===== src/rtl/simon_pkg.sv =====
// Shared constants for the generated-sequence Simon controller: state codes,
// LFSR taps and the width helpers used by the interface and the RTL.
package simon_pkg;

  localparam logic [2:0] S_IDLE     = 3'd0;
  localparam logic [2:0] S_GEN      = 3'd1;
  localparam logic [2:0] S_PLAY_ON  = 3'd2;
  localparam logic [2:0] S_PLAY_OFF = 3'd3;
  localparam logic [2:0] S_WAIT     = 3'd4;
  localparam logic [2:0] S_CHECK    = 3'd5;
  localparam logic [2:0] S_ERROR    = 3'd6;
  localparam logic [2:0] S_WIN      = 3'd7;

  localparam logic [15:0] LFSR_TAPS = 16'hB400;

  // Never returns less than 1 so single-value ranges still get a real bit.
  function automatic int clog2(input int value);
    int r;
    r = 0;
    while ((1 << r) < value) r = r + 1;
    return (r < 1) ? 1 : r;
  endfunction

  function automatic int max3(input int a, input int b, input int c);
    int m;
    m = (a > b) ? a : b;
    return (m > c) ? m : c;
  endfunction

endpackage


===== src/rtl/simon_fsm_gen_if.sv =====
// Player/display side bus of the Simon controller; the FSM uses the slave
// modport, whoever drives buttons and watches LEDs uses the master modport.
interface simon_fsm_gen_if
  import simon_pkg::*;
#(
  parameter int NUM_CH  = 4,
  parameter int MAX_LEN = 16
);

  localparam int CW = clog2(NUM_CH);
  localparam int IW = clog2(MAX_LEN + 1);

  logic              start;
  logic              btn_valid;
  logic [CW-1:0]     btn_val;
  logic [NUM_CH-1:0] led;
  logic              error_led;
  logic              win_led;
  logic [IW-1:0]     round_out;
  logic [2:0]        state;

  modport master (
    output start, btn_valid, btn_val,
    input  led, error_led, win_led, round_out, state
  );

  modport slave (
    input  start, btn_valid, btn_val,
    output led, error_led, win_led, round_out, state
  );

endinterface


===== src/rtl/simon_lfsr.sv =====
// Free-running 16-bit Galois LFSR (right-shifting, taps applied when the
// outgoing bit is 1); steps on every clk_tick edge.
module simon_lfsr
  import simon_pkg::*;
#(
  parameter logic [15:0] SEED = 16'hACE1,
  parameter logic [15:0] TAPS = LFSR_TAPS
) (
  input  logic        clk_tick,
  input  logic        reset_n,
  output logic [15:0] q
);

  logic [15:0] q_q;
  logic [15:0] q_d;

  always_comb begin
    q_d = {1'b0, q_q[15:1]} ^ (q_q[0] ? TAPS : 16'h0000);
  end

  always_ff @(posedge clk_tick or negedge reset_n) begin
    if (!reset_n) q_q <= SEED;
    else          q_q <= q_d;
  end

  assign q = q_q;

endmodule


===== src/rtl/simon_fsm_gen.sv =====
// Simon game controller: draws a random sequence at game start, replays a
// growing prefix and checks presses. Optional macro: INPUT_TIMEOUT_EN.
module simon_fsm_gen
  import simon_pkg::*;
#(
  parameter int          NUM_CH   = 4,
  parameter int          MAX_LEN  = 16,
  parameter int          LED_HOLD = 96,
  parameter int          LED_GAP  = 16,
  parameter logic [15:0] SEED     = 16'hACE1,
  parameter int          TIMEOUT  = 500
) (
  input logic            clk_tick,
  input logic            reset_n,
  simon_fsm_gen_if.slave bus
);

  localparam int CW = clog2(NUM_CH);
  localparam int IW = clog2(MAX_LEN + 1);
  localparam int AW = clog2(MAX_LEN);
  localparam int TW = clog2(max3(LED_HOLD, LED_GAP, TIMEOUT));

  logic [2:0]    state_q, state_d;
  logic [AW-1:0] gen_idx_q, gen_idx_d;
  logic [AW-1:0] play_idx_q, play_idx_d;
  logic [AW-1:0] input_idx_q, input_idx_d;
  logic [IW-1:0] round_q, round_d;
  logic [TW-1:0] timer_q, timer_d;
  logic [CW-1:0] btn_q, btn_d;
  logic          gap_first_q, gap_first_d;
  logic [CW-1:0] seq_q [MAX_LEN];
  logic          seq_we;
  logic [15:0]   lfsr_q;
  logic [IW-1:0] play_next;
  logic [IW-1:0] input_next;

  simon_lfsr #(
    .SEED (SEED),
    .TAPS (LFSR_TAPS)
  ) u_lfsr (
    .clk_tick (clk_tick),
    .reset_n  (reset_n),
    .q        (lfsr_q)
  );

  assign play_next  = IW'(play_idx_q) + IW'(1);
  assign input_next = IW'(input_idx_q) + IW'(1);

  // gap_first marks the dark gap between a completed round and its replay,
  // after which playback restarts at index 0 instead of advancing.
  always_comb begin
    state_d     = state_q;
    gen_idx_d   = gen_idx_q;
    play_idx_d  = play_idx_q;
    input_idx_d = input_idx_q;
    round_d     = round_q;
    timer_d     = timer_q;
    btn_d       = btn_q;
    gap_first_d = gap_first_q;
    seq_we      = 1'b0;

    case (state_q)
      S_IDLE, S_ERROR, S_WIN: begin
        if (bus.start) begin
          gen_idx_d = '0;
          state_d   = S_GEN;
        end
      end

      S_GEN: begin
        seq_we = 1'b1;
        if (gen_idx_q == AW'(MAX_LEN - 1)) begin
          round_d     = IW'(1);
          play_idx_d  = '0;
          timer_d     = '0;
          gap_first_d = 1'b0;
          state_d     = S_PLAY_ON;
        end else begin
          gen_idx_d = gen_idx_q + AW'(1);
        end
      end

      S_PLAY_ON: begin
        if (timer_q == TW'(LED_HOLD - 1)) begin
          timer_d = '0;
          state_d = S_PLAY_OFF;
        end else begin
          timer_d = timer_q + TW'(1);
        end
      end

      S_PLAY_OFF: begin
        if (timer_q == TW'(LED_GAP - 1)) begin
          timer_d = '0;
          if (gap_first_q) begin
            gap_first_d = 1'b0;
            state_d     = S_PLAY_ON;
          end else if (play_next < round_q) begin
            play_idx_d = AW'(play_next);
            state_d    = S_PLAY_ON;
          end else begin
            input_idx_d = '0;
            state_d     = S_WAIT;
          end
        end else begin
          timer_d = timer_q + TW'(1);
        end
      end

      S_WAIT: begin
        if (bus.btn_valid) begin
          btn_d   = bus.btn_val;
          state_d = S_CHECK;
        end
`ifdef INPUT_TIMEOUT_EN
        else if (timer_q == TW'(TIMEOUT - 1)) begin
          state_d = S_ERROR;
        end else begin
          timer_d = timer_q + TW'(1);
        end
`endif
      end

      S_CHECK: begin
        if (btn_q != seq_q[input_idx_q]) begin
          state_d = S_ERROR;
        end else if (input_next < round_q) begin
          input_idx_d = AW'(input_next);
          timer_d     = '0;
          state_d     = S_WAIT;
        end else if (round_q != IW'(MAX_LEN)) begin
          round_d     = round_q + IW'(1);
          play_idx_d  = '0;
          timer_d     = '0;
          gap_first_d = 1'b1;
          state_d     = S_PLAY_OFF;
        end else begin
          state_d = S_WIN;
        end
      end

      default: state_d = S_IDLE;
    endcase
  end

  always_ff @(posedge clk_tick or negedge reset_n) begin
    if (!reset_n) begin
      state_q     <= S_IDLE;
      gen_idx_q   <= '0;
      play_idx_q  <= '0;
      input_idx_q <= '0;
      round_q     <= '0;
      timer_q     <= '0;
      btn_q       <= '0;
      gap_first_q <= 1'b0;
    end else begin
      state_q     <= state_d;
      gen_idx_q   <= gen_idx_d;
      play_idx_q  <= play_idx_d;
      input_idx_q <= input_idx_d;
      round_q     <= round_d;
      timer_q     <= timer_d;
      btn_q       <= btn_d;
      gap_first_q <= gap_first_d;
    end
  end

  always_ff @(posedge clk_tick or negedge reset_n) begin
    if (!reset_n) begin
      for (int i = 0; i < MAX_LEN; i++) seq_q[i] <= '0;
    end else if (seq_we) begin
      seq_q[gen_idx_q] <= lfsr_q[CW-1:0];
    end
  end

  // Outputs decode straight from state so an async reset darkens them at once.
  assign bus.led       = (state_q == S_PLAY_ON) ? (NUM_CH'(1) << seq_q[play_idx_q]) : '0;
  assign bus.error_led = (state_q == S_ERROR);
  assign bus.win_led   = (state_q == S_WIN);
  assign bus.round_out = round_q;
  assign bus.state     = state_q;

endmodule


===== src/flat_wrapper.sv =====
// flat-port wrapper written by rule: the top's interface ports become plain ports
module simon_fsm_gen_flat import simon_pkg::*;
#(
  parameter int          NUM_CH   = 4,
  parameter int          MAX_LEN  = 16,
  parameter int          LED_HOLD = 96,
  parameter int          LED_GAP  = 16,
  parameter logic [15:0] SEED     = 16'hACE1,
  parameter int          TIMEOUT  = 500
)
  (clk_tick, reset_n, bus_start, bus_btn_valid, bus_btn_val, bus_led, bus_error_led, bus_win_led, bus_round_out, bus_state);
  simon_fsm_gen_if #(.NUM_CH(NUM_CH), .MAX_LEN(MAX_LEN)) bus_i ();
  input logic clk_tick;
  input logic reset_n;
  input wire logic [$bits(bus_i.start)-1:0] bus_start;
  input wire logic [$bits(bus_i.btn_valid)-1:0] bus_btn_valid;
  input wire logic [$bits(bus_i.btn_val)-1:0] bus_btn_val;
  output wire logic [$bits(bus_i.led)-1:0] bus_led;
  output wire logic [$bits(bus_i.error_led)-1:0] bus_error_led;
  output wire logic [$bits(bus_i.win_led)-1:0] bus_win_led;
  output wire logic [$bits(bus_i.round_out)-1:0] bus_round_out;
  output wire logic [$bits(bus_i.state)-1:0] bus_state;
  assign bus_i.start = bus_start;
  assign bus_i.btn_valid = bus_btn_valid;
  assign bus_i.btn_val = bus_btn_val;
  assign bus_led = bus_i.led;
  assign bus_error_led = bus_i.error_led;
  assign bus_win_led = bus_i.win_led;
  assign bus_round_out = bus_i.round_out;
  assign bus_state = bus_i.state;
  simon_fsm_gen #(.NUM_CH(NUM_CH), .MAX_LEN(MAX_LEN), .LED_HOLD(LED_HOLD), .LED_GAP(LED_GAP), .SEED(SEED), .TIMEOUT(TIMEOUT)) u_core (.clk_tick(clk_tick), .reset_n(reset_n), .bus(bus_i));
endmodule

===== config.mk =====
export PLATFORM = sky130hd
export DESIGN_NAME = simon_fsm_gen_flat
export DESIGN_NICKNAME = d
export VERILOG_FILES = /design/src/rtl/simon_pkg.sv /design/src/rtl/simon_fsm_gen_if.sv /design/src/rtl/simon_lfsr.sv /design/src/rtl/simon_fsm_gen.sv /design/src/flat_wrapper.sv
export SDC_FILE = /design/constraint.sdc
export NUM_CORES = 1
export LEC_CHECK = 0
export ABC_AREA = 0
export CAP_MARGIN = 0
export CORE_UTILIZATION = 61
export CTS_CLUSTER_SIZE = 14
export DETAILED_ROUTE_END_ITERATION = 10
export PLACE_DENSITY = 0.8
export SLEW_MARGIN = 20
export SYNTH_ARGS = -nofsm -noshare
export SYNTH_HDL_FRONTEND = slang
export SYNTH_SLANG_ARGS = --single-unit

===== constraint.sdc =====
create_clock -name clk_tick -period 3.8 [get_ports clk_tick]
set_clock_uncertainty 0.05 [all_clocks]
set_input_delay 0.76 -clock clk_tick [delete_from_list [all_inputs] [get_ports clk_tick]]
set_output_delay 0.76 -clock clk_tick [all_outputs]
set_load 0.005 [all_outputs]

* After elaboration in Yosys (flattened, before gate mapping) *
Index checks and enable logic that the tools add are counted.

word-level totals
  register bits after elaboration = 80
  input bits = 6
  output and inout bits = 14
  word-level logic and storage cells = 141

cells by class
  $add $sub $neg = 5
  magnitude comparators = 6
  equality and inequality tests = 26
  shift-type cells = 1
  mux-type cells = 58
  bitwise gates (word level) = 4
  reductions and logical operators = 16

operators with widths
  kind                                                              number
  4-bit 2-to-1 mux                                                  15
  9-bit 2-to-1 mux                                                  6
  9-bit one-hot mux with 4 select lines                             1
  32-bit bitwise mux                                                1
  3-bit 2-to-1 mux                                                  10
  5-bit 2-to-1 mux                                                  4
  3-bit one-hot mux with 6 select lines                             1
  2-bit binary-select mux with 4-bit select                         2
  16-bit 2-to-1 mux                                                 1
  4-bit one-hot mux with 2 select lines                             2
  15-bit by 16-bit XOR with 16-bit output                           1
  5-bit >= comparator (second input constant)                       3
  4-bit NOT with 5-bit output                                       3
  2-bit != test (second input constant)                             7
  3-bit == test (second input constant)                             4
  2-bit by 1-bit != test with 1-bit output (second input constant)  6
  4-bit one-hot mux with 3 select lines                             1
  6-bit AND reduction                                               2
  4-bit by 1-bit adder with 5-bit output (second input constant)    2
  5-bit < comparator                                                2
  2-bit 2-to-1 mux                                                  5
  5-bit one-hot mux with 2 select lines                             1
  5-bit AND reduction                                               2
  9-bit by 1-bit adder with 9-bit output (second input constant)    1
  other kinds (25)                                                  33

* Longest topological paths before layout *
  word-level depth = 7
  mapped depth = 11
  depth with buffers taken out = 10

* By module *
A second synthesis with hierarchy kept.

unflattened totals
  cell total of the unflattened synthesis = 420
  area, all modules = 4588.2 µm²

modules (own cells, without submodules)
  module         instances  cells each  area each (µm²)  sequential area each (µm²)
  simon_fsm_gen  1          388         4053.9           1601.5
  simon_lfsr     1          32          534.3            410.4

* Least setup slack after synthesis *
OpenSTA, ideal clock, no wires.

  path type = register -> output
  start = register u_core.play_idx_q[0]
  end = output port bus_led[0]
  arrival time = 2.202 ns
  data required time = 2.990 ns
  path slack = 0.788 ns
  stages on the path, launching flop included = 5
  path buffers = 1
  cells stage by stage = dfrtp_1 -> clkbuf_1 -> mux4_2 -> mux4_2 -> nor4_1

on the way
  cells in the longest elaborated chain, start to end = 6

ends and longest elaborated chain
  item                                                 line                  text
  from (decl)                                          simon_fsm_gen.sv:25   logic [AW-1:0] play_idx_q, play_idx_d;
  from (signal assigned)                               simon_fsm_gen.sv:159  play_idx_q <= play_idx_d;
  4-bit NOT with 5-bit output (implied by the code)    simon_fsm_gen.sv:177  assign bus.led = (state_q == S_PLAY_ON) ? (NUM_CH'(1) << seq_q[play_idx_q]) : '0;
  2-bit binary-select mux with 4-bit select            simon_fsm_gen.sv:177
  2-bit 2-to-1 mux (implied by the code) (2 in a row)  simon_fsm_gen.sv:177
  1-bit by 2-bit << shifter with 4-bit output          simon_fsm_gen.sv:177
  4-bit 2-to-1 mux                                     simon_fsm_gen.sv:177
  to (decl)                                            flat_wrapper.sv:18    output wire logic [$bits(bus_i.led)-1:0] bus_led;

No other way between the ends. The select of a mux whose other input is x is not followed.

* Worst setup path after layout *
Same ends and word-level chain as after synthesis.

==> impl_metrics.tcl <==
set metrics [dict create \
    synth-compound-area-share_pct 9.98 \
    postSynthCellCount 419 \
    yosysUniqueCellTypes 56 \
    path_class "reg2out" \
    grt_pass1_wl_um 16100 \
    startpoint "u_core.play_idx_q[0]" \
    synth_edf_count 0 \
    cts.sinks 80 \
    reg2regPathDepth 9 \
    rsz0062_at_grt "no" \
    finish.instance_area_um2 5010 \
    io_buffer_count 19 \
    grt_pass1_vias 3238 \
    clockRootBuffer "clkbuf_8" \
    place_ws_ns 0.295 \
    vias_per_cell 6.35 \
    r2r_start "u_core.input_idx_q[0]" \
    layout.nets 459 \
    r2r-end "u_core.input_idx_q[2]" \
    die_area_um2 7790 \
    cts_setup_buffers 0 \
    hold_path_class "in2async" \
    synth_top_family_by_area "multiplexers" \
    drtPass1Iterations 6 \
    die_w_um 88.2 \
    ir_worst_vdd_mv 0.345 \
    core_um2 7210 \
    postSynthNetCount 442 \
    synth_top_area_cell "dfrtp_1" \
    ys_seq_area_share_pct 44.3 \
    cts_tree "built" \
    fmax_mhz 271 \
    dpl_cell_area_um2 4790 \
    cts_buffers 9 \
    synthMuxAreaShare_pct 19.8 \
    drt_iter0_drc 254 \
    status "finished clean" \
    drive_above_1_share_pct 20.4 \
    antenna_found_initial 0 \
    yosys_warnings 0 \
    regToRegSetupSlack_ns 0.52 \
    die_h_um 88.2 \
    clock_path_buffers 2 \
    clkLatencyLatePin_ns 0.36 \
    rows 31 \
    maxCapViolCount 0 \
    synthSimpleGateAreaFrac_pct 15.4 \
    drc_errors 0 \
    antenna_cells 0 \
    postSynth.asyncResetShare_pct 100 \
    synth-seq-cells 80 \
    p_leak_nw 2.28 \
    ant_nets 0 \
    wirelength_um 9970 \
    synth_area_leaders "dfrtp_1 40%, mux2_2 9.2%, mux4_2 6.5%" \
    slew_headroom_pct 53.9 \
    start_util_pct 62.9 \
    power.density_nw_per_um2 580 \
    clk_pin_slew_ns 0.09 \
    htree_levels 3 \
    start_kind "flip-flop" \
    worstPathMaxFanout 12 \
    period_minus_slack_ns 3.69 \
    gp_congestion 0.908 \
    maxSlewViolCount 0 \
    track_usage_pct 27.8 \
    ios 20 \
    finalSetupTns_ns 0 \
    synth_fa_ha_area_share_pct 4.69 \
    finalSetupViolCount 0 \
    synth.top_cell.area_share_pct 39.7 \
    post-route-period-util_pct 97.1 \
    yosysMostFrequentCell "dfrtp_1" \
    postLayoutSetupSlackWorst_ns 0.109 \
    power.total_mw 2.91 \
    hpwlAfterDp_um 7120 \
    grt.overflow.total 0 \
    vias 3427 \
    hold_ws_ns 0.245 \
    synth_top_cells_by_count "72 x dfrtp_1, 37 x mux2_2, 34 x nand2_1" \
    syn_area_um2 4540 \
    critPathArrivalTime_ns 2.88 \
    area_delta_synth_final_pct 10.5 \
    cp-end-kind "output port" \
    synth_xor_area_share_pct 2.29 \
    grt_max_degree 81 \
    finalHoldViolations 0 \
    post_drt_wl_per_cell_um 18.5 \
    ys.flop_type "dfrtp_1" \
    cp_data_required_time_ns 2.99 \
    worstMarginPinSlew_ns 0.687 \
    syn_area_per_cell_um2 10.8 \
]
==> metrics by stage <==
stage / utilization (%) / std cells
after floorplan: - / 419
after global placement: 66.4 / 523
after detailed placement: 66.4 / 523
after CTS: 69.1 / 539
after global routing: 69.5 / 540
final: 69.5 / 540
==> final cells by class <==
class                      instances  area, µm²
clock inverter                     6       51.3
sequential                        80       2020
clock buffer                      10        138
timing repair buffer              25        253
fill                             543       2200
inverter                          16       60.1
tap                               99        124
multi-input combinational        304       2370
==> worst max-delay path, cell delays in order (launching register included) <==
cell	delay, ns
dfrtp_4	0.55
mux4_2	0.54
mux4_2	0.52
nor4_1	0.35
clkdlybuf4s50_1	0.56
==> cell usage in the layout (no fill, tap or decap), drive strengths merged, types with 10 or more instances in the layout <==
| cell | n |
|---|---|
| mux2i | 19 |
| nand3 | 30 |
| clkbuf | 10 |
| clkdlybuf4s50 | 18 |
| inv | 19 |
| nor2 | 28 |
| ha | 17 |
| and3 | 10 |
| nand2 | 34 |
| dfrtp | 72 |
| mux2 | 37 |
| mux4 | 13 |
| o21ai | 18 |
==> worst max-delay path by stage <==
stage / end / cells after the start
finish: bus_led[0] / 4
global route: bus_led[0] / 4
CTS: bus_led[0] / 4
detailed placement: bus_led[0] / 4
global placement: bus_led[0] / 4
floorplan: bus_led[0] / 4
==> where the power goes <==
group          internal (mW)  switching (mW)
sequential             0.970           0.212
combinational          0.504           0.623
clock                  0.264           0.337
==> registers in the layout, indices dropped and copies added (netlist names) <==
register and cells:
u_core.btn_q 2, u_core.bus.round_out 5, u_core.bus.state 3, u_core.gap_first_q 1, u_core.gen_idx_q 4, u_core.input_idx_q 4
u_core.play_idx_q 4, u_core.seq_q 32, u_core.timer_q 9, u_core.u_lfsr.q 16
==> per-layer routing <==
metal,GRT usage [%],routed length (µm)
met1,37.3,4100
met2,45.2,4940
met3,4.85,643
met4,11.6,279
met5,0,0
==> cell families after synthesis <==
logic type	Yosys count
buf+inv	35
fa+ha+maj	17
flops	80
xor+xnor	11
simple gates	141
mux	69
compound gates	66
==> timing repair <==
| item | in CTS | in global routing |
|---|---|---|
| setup endpoints to repair | 1 | 1 |
| hold buffers | 0 | 0 |
| gates resized for setup | 1 | 1 |
(Power assumes the default switching activity.)
